`src/rtl/sbus_master_pkg.sv`:
```
// Shared types and helpers for the asynchronous-strobe bus master.
// Holds the cycle-phase state encoding and the phase-counter width helper.
package sbus_master_pkg;

  typedef enum logic [2:0] {
    ST_IDLE,
    ST_SETUP,
    ST_STROBE,
    ST_HOLD,
    ST_GAP
  } state_e;

  // Phase counter must hold the longest per-state countdown (max - 1), so
  // sizing for max itself leaves headroom; never narrower than one bit.
  function automatic int phase_width(input int setup_c, input int strobe_c,
                                     input int hold_c, input int gap_c);
    int m;
    m = setup_c;
    if (strobe_c > m) m = strobe_c;
    if (hold_c > m) m = hold_c;
    if (gap_c > m) m = gap_c;
    return ($clog2(m + 1) < 1) ? 1 : $clog2(m + 1);
  endfunction

endpackage

```
`src/rtl/sbus_cycle_master.sv`:
```
// Command-stream to asynchronous-strobe bus cycle master with a one-entry
// read response register. Every output is a flop loaded from next-state logic.
module sbus_cycle_master
  import sbus_master_pkg::*;
#(
  parameter int ABUSWIDTH = 16,
  parameter int DBUSWIDTH = 8,
  parameter logic [ABUSWIDTH-1:0] BASE_ADDR = ABUSWIDTH'(16'h4000),
  parameter int LENWIDTH = 8,
  parameter int SETUP = 1,
  parameter int STROBE = 2,
  parameter int HOLD = 1,
  parameter int GAP = 5
) (
  input  logic                 BUS_CLK,
  input  logic                 BUS_RST,
  input  logic                 CMD_VALID,
  output logic                 CMD_READY,
  input  logic                 CMD_WRITE,
  input  logic                 CMD_INC,
  input  logic [ABUSWIDTH-1:0] CMD_ADDR,
  input  logic [LENWIDTH-1:0]  CMD_LEN,
  input  logic [DBUSWIDTH-1:0] CMD_WDATA,
  output logic                 RSP_VALID,
  input  logic                 RSP_READY,
  output logic [DBUSWIDTH-1:0] RSP_DATA,
  output logic                 RSP_LAST,
  output logic [ABUSWIDTH-1:0] BUS_ADD,
  output logic [DBUSWIDTH-1:0] BUS_DATA_OUT,
  output logic                 BUS_DATA_OE,
  input  logic [DBUSWIDTH-1:0] BUS_DATA_IN,
  output logic                 BUS_RD_B,
  output logic                 BUS_WR_B,
  output logic                 BUSY
);

  localparam int PW = phase_width(SETUP, STROBE, HOLD, GAP);
  localparam logic [PW-1:0] SETUP_LD  = PW'(SETUP - 1);
  localparam logic [PW-1:0] STROBE_LD = PW'(STROBE - 1);
  localparam logic [PW-1:0] HOLD_LD   = PW'(HOLD - 1);
  localparam logic [PW-1:0] GAP_LD    = PW'((GAP > 0) ? GAP - 1 : 0);

  state_e               state_q, state_d;
  logic [PW-1:0]        phase_q, phase_d;
  logic [LENWIDTH-1:0]  beat_q, beat_d;
  logic [ABUSWIDTH-1:0] addr_q, addr_d;
  logic                 write_q, write_d;
  logic                 inc_q, inc_d;
  logic [DBUSWIDTH-1:0] wdata_q, wdata_d;

  logic                 rsp_valid_q, rsp_valid_d;
  logic [DBUSWIDTH-1:0] rsp_data_q, rsp_data_d;
  logic                 rsp_last_q, rsp_last_d;

  logic                 cmd_ready_q, cmd_ready_d;
  logic                 busy_q, busy_d;
  logic [ABUSWIDTH-1:0] bus_add_q, bus_add_d;
  logic [DBUSWIDTH-1:0] bus_data_out_q, bus_data_out_d;
  logic                 bus_data_oe_q, bus_data_oe_d;
  logic                 bus_rd_b_q, bus_rd_b_d;
  logic                 bus_wr_b_q, bus_wr_b_d;
  logic                 in_beat;
  logic                 phase_done;
  logic                 rsp_blocked;

  assign phase_done  = (phase_q == '0);
  assign rsp_blocked = rsp_valid_q && !RSP_READY;

  always_comb begin
    state_d = state_q;
    phase_d = phase_q;
    beat_d  = beat_q;
    addr_d  = addr_q;
    write_d = write_q;
    inc_d   = inc_q;
    wdata_d = wdata_q;
    // The response register drains on handshake; a fresh sample below wins.
    rsp_valid_d = rsp_blocked;
    rsp_data_d  = rsp_data_q;
    rsp_last_d  = rsp_last_q && rsp_blocked;

    unique case (state_q)
      ST_IDLE: begin
        if (CMD_VALID) begin
          write_d = CMD_WRITE;
          inc_d   = CMD_INC;
          wdata_d = CMD_WDATA;
          addr_d  = CMD_ADDR + BASE_ADDR;
          beat_d  = CMD_LEN;
          phase_d = SETUP_LD;
          state_d = ST_SETUP;
        end
      end
      ST_SETUP: begin
        if (!phase_done) begin
          phase_d = phase_q - PW'(1);
        end else if (!(!write_q && rsp_blocked)) begin
          // A read only strobes once its sample is guaranteed a free register.
          phase_d = STROBE_LD;
          state_d = ST_STROBE;
        end
      end
      ST_STROBE: begin
        if (!phase_done) begin
          phase_d = phase_q - PW'(1);
        end else begin
          if (!write_q) begin
            rsp_valid_d = 1'b1;
            rsp_data_d  = BUS_DATA_IN;
            rsp_last_d  = (beat_q == '0);
          end
          phase_d = HOLD_LD;
          state_d = ST_HOLD;
        end
      end
      ST_HOLD: begin
        if (!phase_done) begin
          phase_d = phase_q - PW'(1);
        end else if (beat_q != '0) begin
          beat_d  = beat_q - LENWIDTH'(1);
          addr_d  = inc_q ? addr_q + ABUSWIDTH'(1) : addr_q;
          phase_d = SETUP_LD;
          state_d = ST_SETUP;
        end else if (GAP > 0) begin
          phase_d = GAP_LD;
          state_d = ST_GAP;
        end else begin
          phase_d = '0;
          state_d = ST_IDLE;
        end
      end
      ST_GAP: begin
        if (!phase_done) begin
          phase_d = phase_q - PW'(1);
        end else begin
          state_d = ST_IDLE;
        end
      end
      default: begin
        phase_d = '0;
        state_d = ST_IDLE;
      end
    endcase
  end

  // Pad-facing outputs are derived from the upcoming state so they are flops.
  always_comb begin
    in_beat = (state_d == ST_SETUP) || (state_d == ST_STROBE) || (state_d == ST_HOLD);
    cmd_ready_d    = (state_d == ST_IDLE);
    busy_d         = (state_d != ST_IDLE);
    bus_add_d      = in_beat ? addr_d : '0;
    bus_data_oe_d  = in_beat && write_d;
    bus_data_out_d = bus_data_oe_d ? wdata_d : '0;
    bus_rd_b_d     = !((state_d == ST_STROBE) && !write_d);
    bus_wr_b_d     = !((state_d == ST_STROBE) && write_d);
  end

  always_ff @(posedge BUS_CLK) begin
    if (BUS_RST) begin
      state_q        <= ST_IDLE;
      phase_q        <= '0;
      beat_q         <= '0;
      addr_q         <= '0;
      write_q        <= 1'b0;
      inc_q          <= 1'b0;
      wdata_q        <= '0;
      rsp_valid_q    <= 1'b0;
      rsp_data_q     <= '0;
      rsp_last_q     <= 1'b0;
      cmd_ready_q    <= 1'b1;
      busy_q         <= 1'b0;
      bus_add_q      <= '0;
      bus_data_out_q <= '0;
      bus_data_oe_q  <= 1'b0;
      bus_rd_b_q     <= 1'b1;
      bus_wr_b_q     <= 1'b1;
    end else begin
      state_q        <= state_d;
      phase_q        <= phase_d;
      beat_q         <= beat_d;
      addr_q         <= addr_d;
      write_q        <= write_d;
      inc_q          <= inc_d;
      wdata_q        <= wdata_d;
      rsp_valid_q    <= rsp_valid_d;
      rsp_data_q     <= rsp_data_d;
      rsp_last_q     <= rsp_last_d;
      cmd_ready_q    <= cmd_ready_d;
      busy_q         <= busy_d;
      bus_add_q      <= bus_add_d;
      bus_data_out_q <= bus_data_out_d;
      bus_data_oe_q  <= bus_data_oe_d;
      bus_rd_b_q     <= bus_rd_b_d;
      bus_wr_b_q     <= bus_wr_b_d;
    end
  end

  assign CMD_READY    = cmd_ready_q;
  assign BUSY         = busy_q;
  assign RSP_VALID    = rsp_valid_q;
  assign RSP_DATA     = rsp_data_q;
  assign RSP_LAST     = rsp_last_q;
  assign BUS_ADD      = bus_add_q;
  assign BUS_DATA_OUT = bus_data_out_q;
  assign BUS_DATA_OE  = bus_data_oe_q;
  assign BUS_RD_B     = bus_rd_b_q;
  assign BUS_WR_B     = bus_wr_b_q;

endmodule

```
`config.mk`:
```
export PLATFORM = sky130hd
export DESIGN_NAME = sbus_cycle_master
export DESIGN_NICKNAME = d
export VERILOG_FILES = /design/src/rtl/sbus_master_pkg.sv /design/src/rtl/sbus_cycle_master.sv
export SDC_FILE = /design/constraint.sdc
export NUM_CORES = 1
export LEC_CHECK = 0
export ABC_AREA = 1
export CAP_MARGIN = 20
export CORE_MARGIN = 5
export CORE_UTILIZATION = 50
export DETAILED_ROUTE_END_ITERATION = 16
export GPL_ROUTABILITY_DRIVEN = 0
export PLACE_DENSITY = 0.8
export SYNTH_ARGS = -nofsm -noshare
export SYNTH_HDL_FRONTEND = slang
export SYNTH_SLANG_ARGS = --single-unit
```
`constraint.sdc`:
```
create_clock -name BUS_CLK -period 1.88 [get_ports BUS_CLK]
set_input_delay 0.376 -clock BUS_CLK [delete_from_list [all_inputs] [get_ports BUS_CLK]]
set_output_delay 0.376 -clock BUS_CLK [all_outputs]
set_load 0.05 [all_outputs]
```
==> results.yml <==
synth:
  synth-adder-area-share_pct: 1.37
  synth_enable_flop_cells: 0
  synth_top_area_share_pct: 43.1
  ys_seq_elements: 79
  synthArstFlopShare_pct: 0
  synth-seq-area-share_pct: 43.1
  synth_top_family_by_area: "simple AND/OR/NAND/NOR gates"
  yosys.area_share.simple_pct: 30.2
  synth-main-ff-cell: "dfxtp_1"
  netlist_instances: 512
  syn_area_sq_mm: 0.00367
  synth_area_leader_cell: "dfxtp_1"
  synth_nets: 562
  yosys_warnings: 0
  netlist_top_cells_count: "nand2_1, nor2_1, dfxtp_1"
  yosysMostFrequentCell: "nand2_1"
  synth_compound_area_share_pct: 13.6
  yosysUniqueCellTypes: 36
  syn_avg_cell_area_sq_um: 7.16
  synthMuxAreaShare_pct: 2.18
  yosys-top-cells-area: "dfxtp_1, nand2_1, nor2_1"
  synth_xor_area_share_pct: 0.956
die:
  die_area_sq_mm: 0.00914
  initial_core_util_pct: 50.8
  core_sq_mm: 0.00721
  die_h_microns: 95.6
  dieWidth_microns: 95.6
  rows: 31
  num_io_pins: 85
timing:
  worstMarginPinSlew_ps: 521
  setup_viol: 0
  worst_slack_ps: 36.9
  relSlewSlack_pct: 65.2
  slew_violations: 0
  finClkSkew_ps: 7.36
  finalCritPeriodShare_pct: 98.0
  fin_crit_ps: 1840
  fmax_ghz: 0.543
  finalHoldViolCount: 0
route:
  drtIter0Drc: 142
  vias: 3637
  drc: 0
  wirelength_microns: 9610
  dr.pass1.iters: 4
  postRouteAntennaNets: 0
  via_per_inst: 5.03
  wire_per_inst_microns: 13.3
critical_path:
  worstPathMaxFanout: 1
  cpMaxStageDelayCell: "clkdlybuf4s50_1"
  critPathMaxStageDelay_ps: 790
  crit_family: "buffers and inverters"
  cp-end-kind: "primary output"
  startpoint_type: "flop"
  cp.arrival_ps: 1470
  timing.critical_path.buf_inv: 1
  cp.required_ps: 1500
  path_cells: "clkdlybuf4s50_1"
  timing_worst_setup_path_type: "flop to primary output"
cts:
  cts_buffer_depth: 2
  insertion_delay_ps: 360
  clock_sinks: 79
  htreeDepth: 3
  cts-hold-fix-buffers: 0
  cts_tree: "built"
  cts_root_buf: "clkbuf_8"
  clk_pin_slew_ps: 90
  cts_buffers: 9
layout:
  final_area_sq_mm: 0.00505
  num-nets-final: 669
  final_core_util_pct: 70.0
  syn_to_final_growth_pct: 37.7
  fillers: 602
  drive_gt1_share_pct: 16.7
  diodes: 0
global_route:
  grt_start_max_net_pins: 23
  grt_pass1_vias: 3428
  grt_pass1_wl_microns: 15200
  grt_use_total_pct: 21.0
  grt_remaining_overflow: 0
  antenna_found_initial: 0
pwr:
  p_leak_nw: 2.37
  power_w: 0.00757
  p_per_area_mw_per_mm2: 1500
  ir_worst_vdd_v: 0.000909
placement:
  hpwl_microns: 6720
  port_buffers: 84
  place_area_sq_mm: 0.00466
  pre_cts_ws_ps: -4.15
hold_path:
  min_path_type: "flop to flop"
run:
  drv_cap: 0
outcome:
  outcome: "finished, final reports clean"
==> worst paths after layout <==
path | slack (ps) | startpoint | cells after the start | endpoint
setup / recovery | 40 | BUS_DATA_OUT[3] | 1 | BUS_DATA_OUT[3]
hold / removal | 490 | phase_q[1] | 2 | phase_q[1]
setup reg to reg | 70 | phase_q[0] | 12 | BUS_ADD[10]
hold reg to reg | 490 | phase_q[1] | 2 | phase_q[1]
==> where the power goes <==
part	leakage (nW)	switching, W	internal (W)	total (W)
registers	0.647	0.000257	0.00207	0.00232
clock network	0.108	0.000680	0.000766	0.00145
logic	1.62	0.00242	0.00138	0.00380
total	2.37	0.00336	0.00421	0.00757
==> cell families after synthesis <==
group | count (synthesis)
AND/OR/NAND/NOR | 247
AO/OA/AOI/OAI | 91
buffers and inverters | 79
flip-flops | 79
multiplexers | 8
XOR/XNOR | 4
adder cells (fa/ha/maj) | 4
==> cell usage in the layout (no fill, tap or decap), types with 6 or more instances in the layout <==
cell type and instances:
nand2_1 100, dfxtp_1 78, nor2_1 77, inv_1 55, clkdlybuf4s50_1 48, o21ai_0 44, buf_4 42, nand3_1 39
a21oi_1 29, dlygate4sd2_1 11, inv_2 9, clkbuf_8 9, mux2i_1 8, nor2_4 7, dlymetal6s2s_1 6
==> cell type report <==
type / instances / area (sq um) / share of cell area [%]
well taps: 99 / 124 / 2.45
repair buffers: 110 / 1030 / 20.3
clock inverters: 7 / 104 / 2.06
clock buffers: 9 / 124 / 2.45
multi-input cells: 354 / 1840 / 36.4
inverters: 65 / 249 / 4.93
flip-flops and latches: 79 / 1580 / 31.3
==> sequential cells by signal (all words and copies together) (netlist names), 3 cells and up <==
signal	cells
beat_q	8
wdata_q	8
state_q	3
BUS_DATA_OUT	8
BUS_ADD	16
RSP_DATA	8
addr_q	16
phase_q	3
==> metal layers <==
| layer | part of all wire (%) | up-vias | global-route usage (%) | wire length (microns) |
|---|---|---|---|---|
| li1 | - | 1859 | - | - |
| met1 | 42 | 1655 | 25.4 | 4060 |
| met2 | 48 | 112 | 34.5 | 4570 |
| met3 | 8.9 | 11 | 6.79 | 857 |
| met4 | 1.2 | 0 | 8.18 | 116 |
| met5 | 0 | - | 0 | 0 |
==> through the flow <==
step                instances  setup TNS, ps  hold WS (ps)
floorplan                 512              0           453
global placement          699              0           461
detailed placement        699          -4.98           477
CTS                       715              0           489
global route              723          -46.6           510
finish                    723              0           489
==> timing repair <==
| item | in CTS | in global routing |
|---|---|---|
| pin swaps | 0 | 5 |
| gates cloned | 0 | 1 |
| resized for setup | 11 | 29 |
| endpoints found under the setup margin | 11 | 54 |
| buffers inserted | 0 | 7 |
Power figures use the tool's default switching activity.
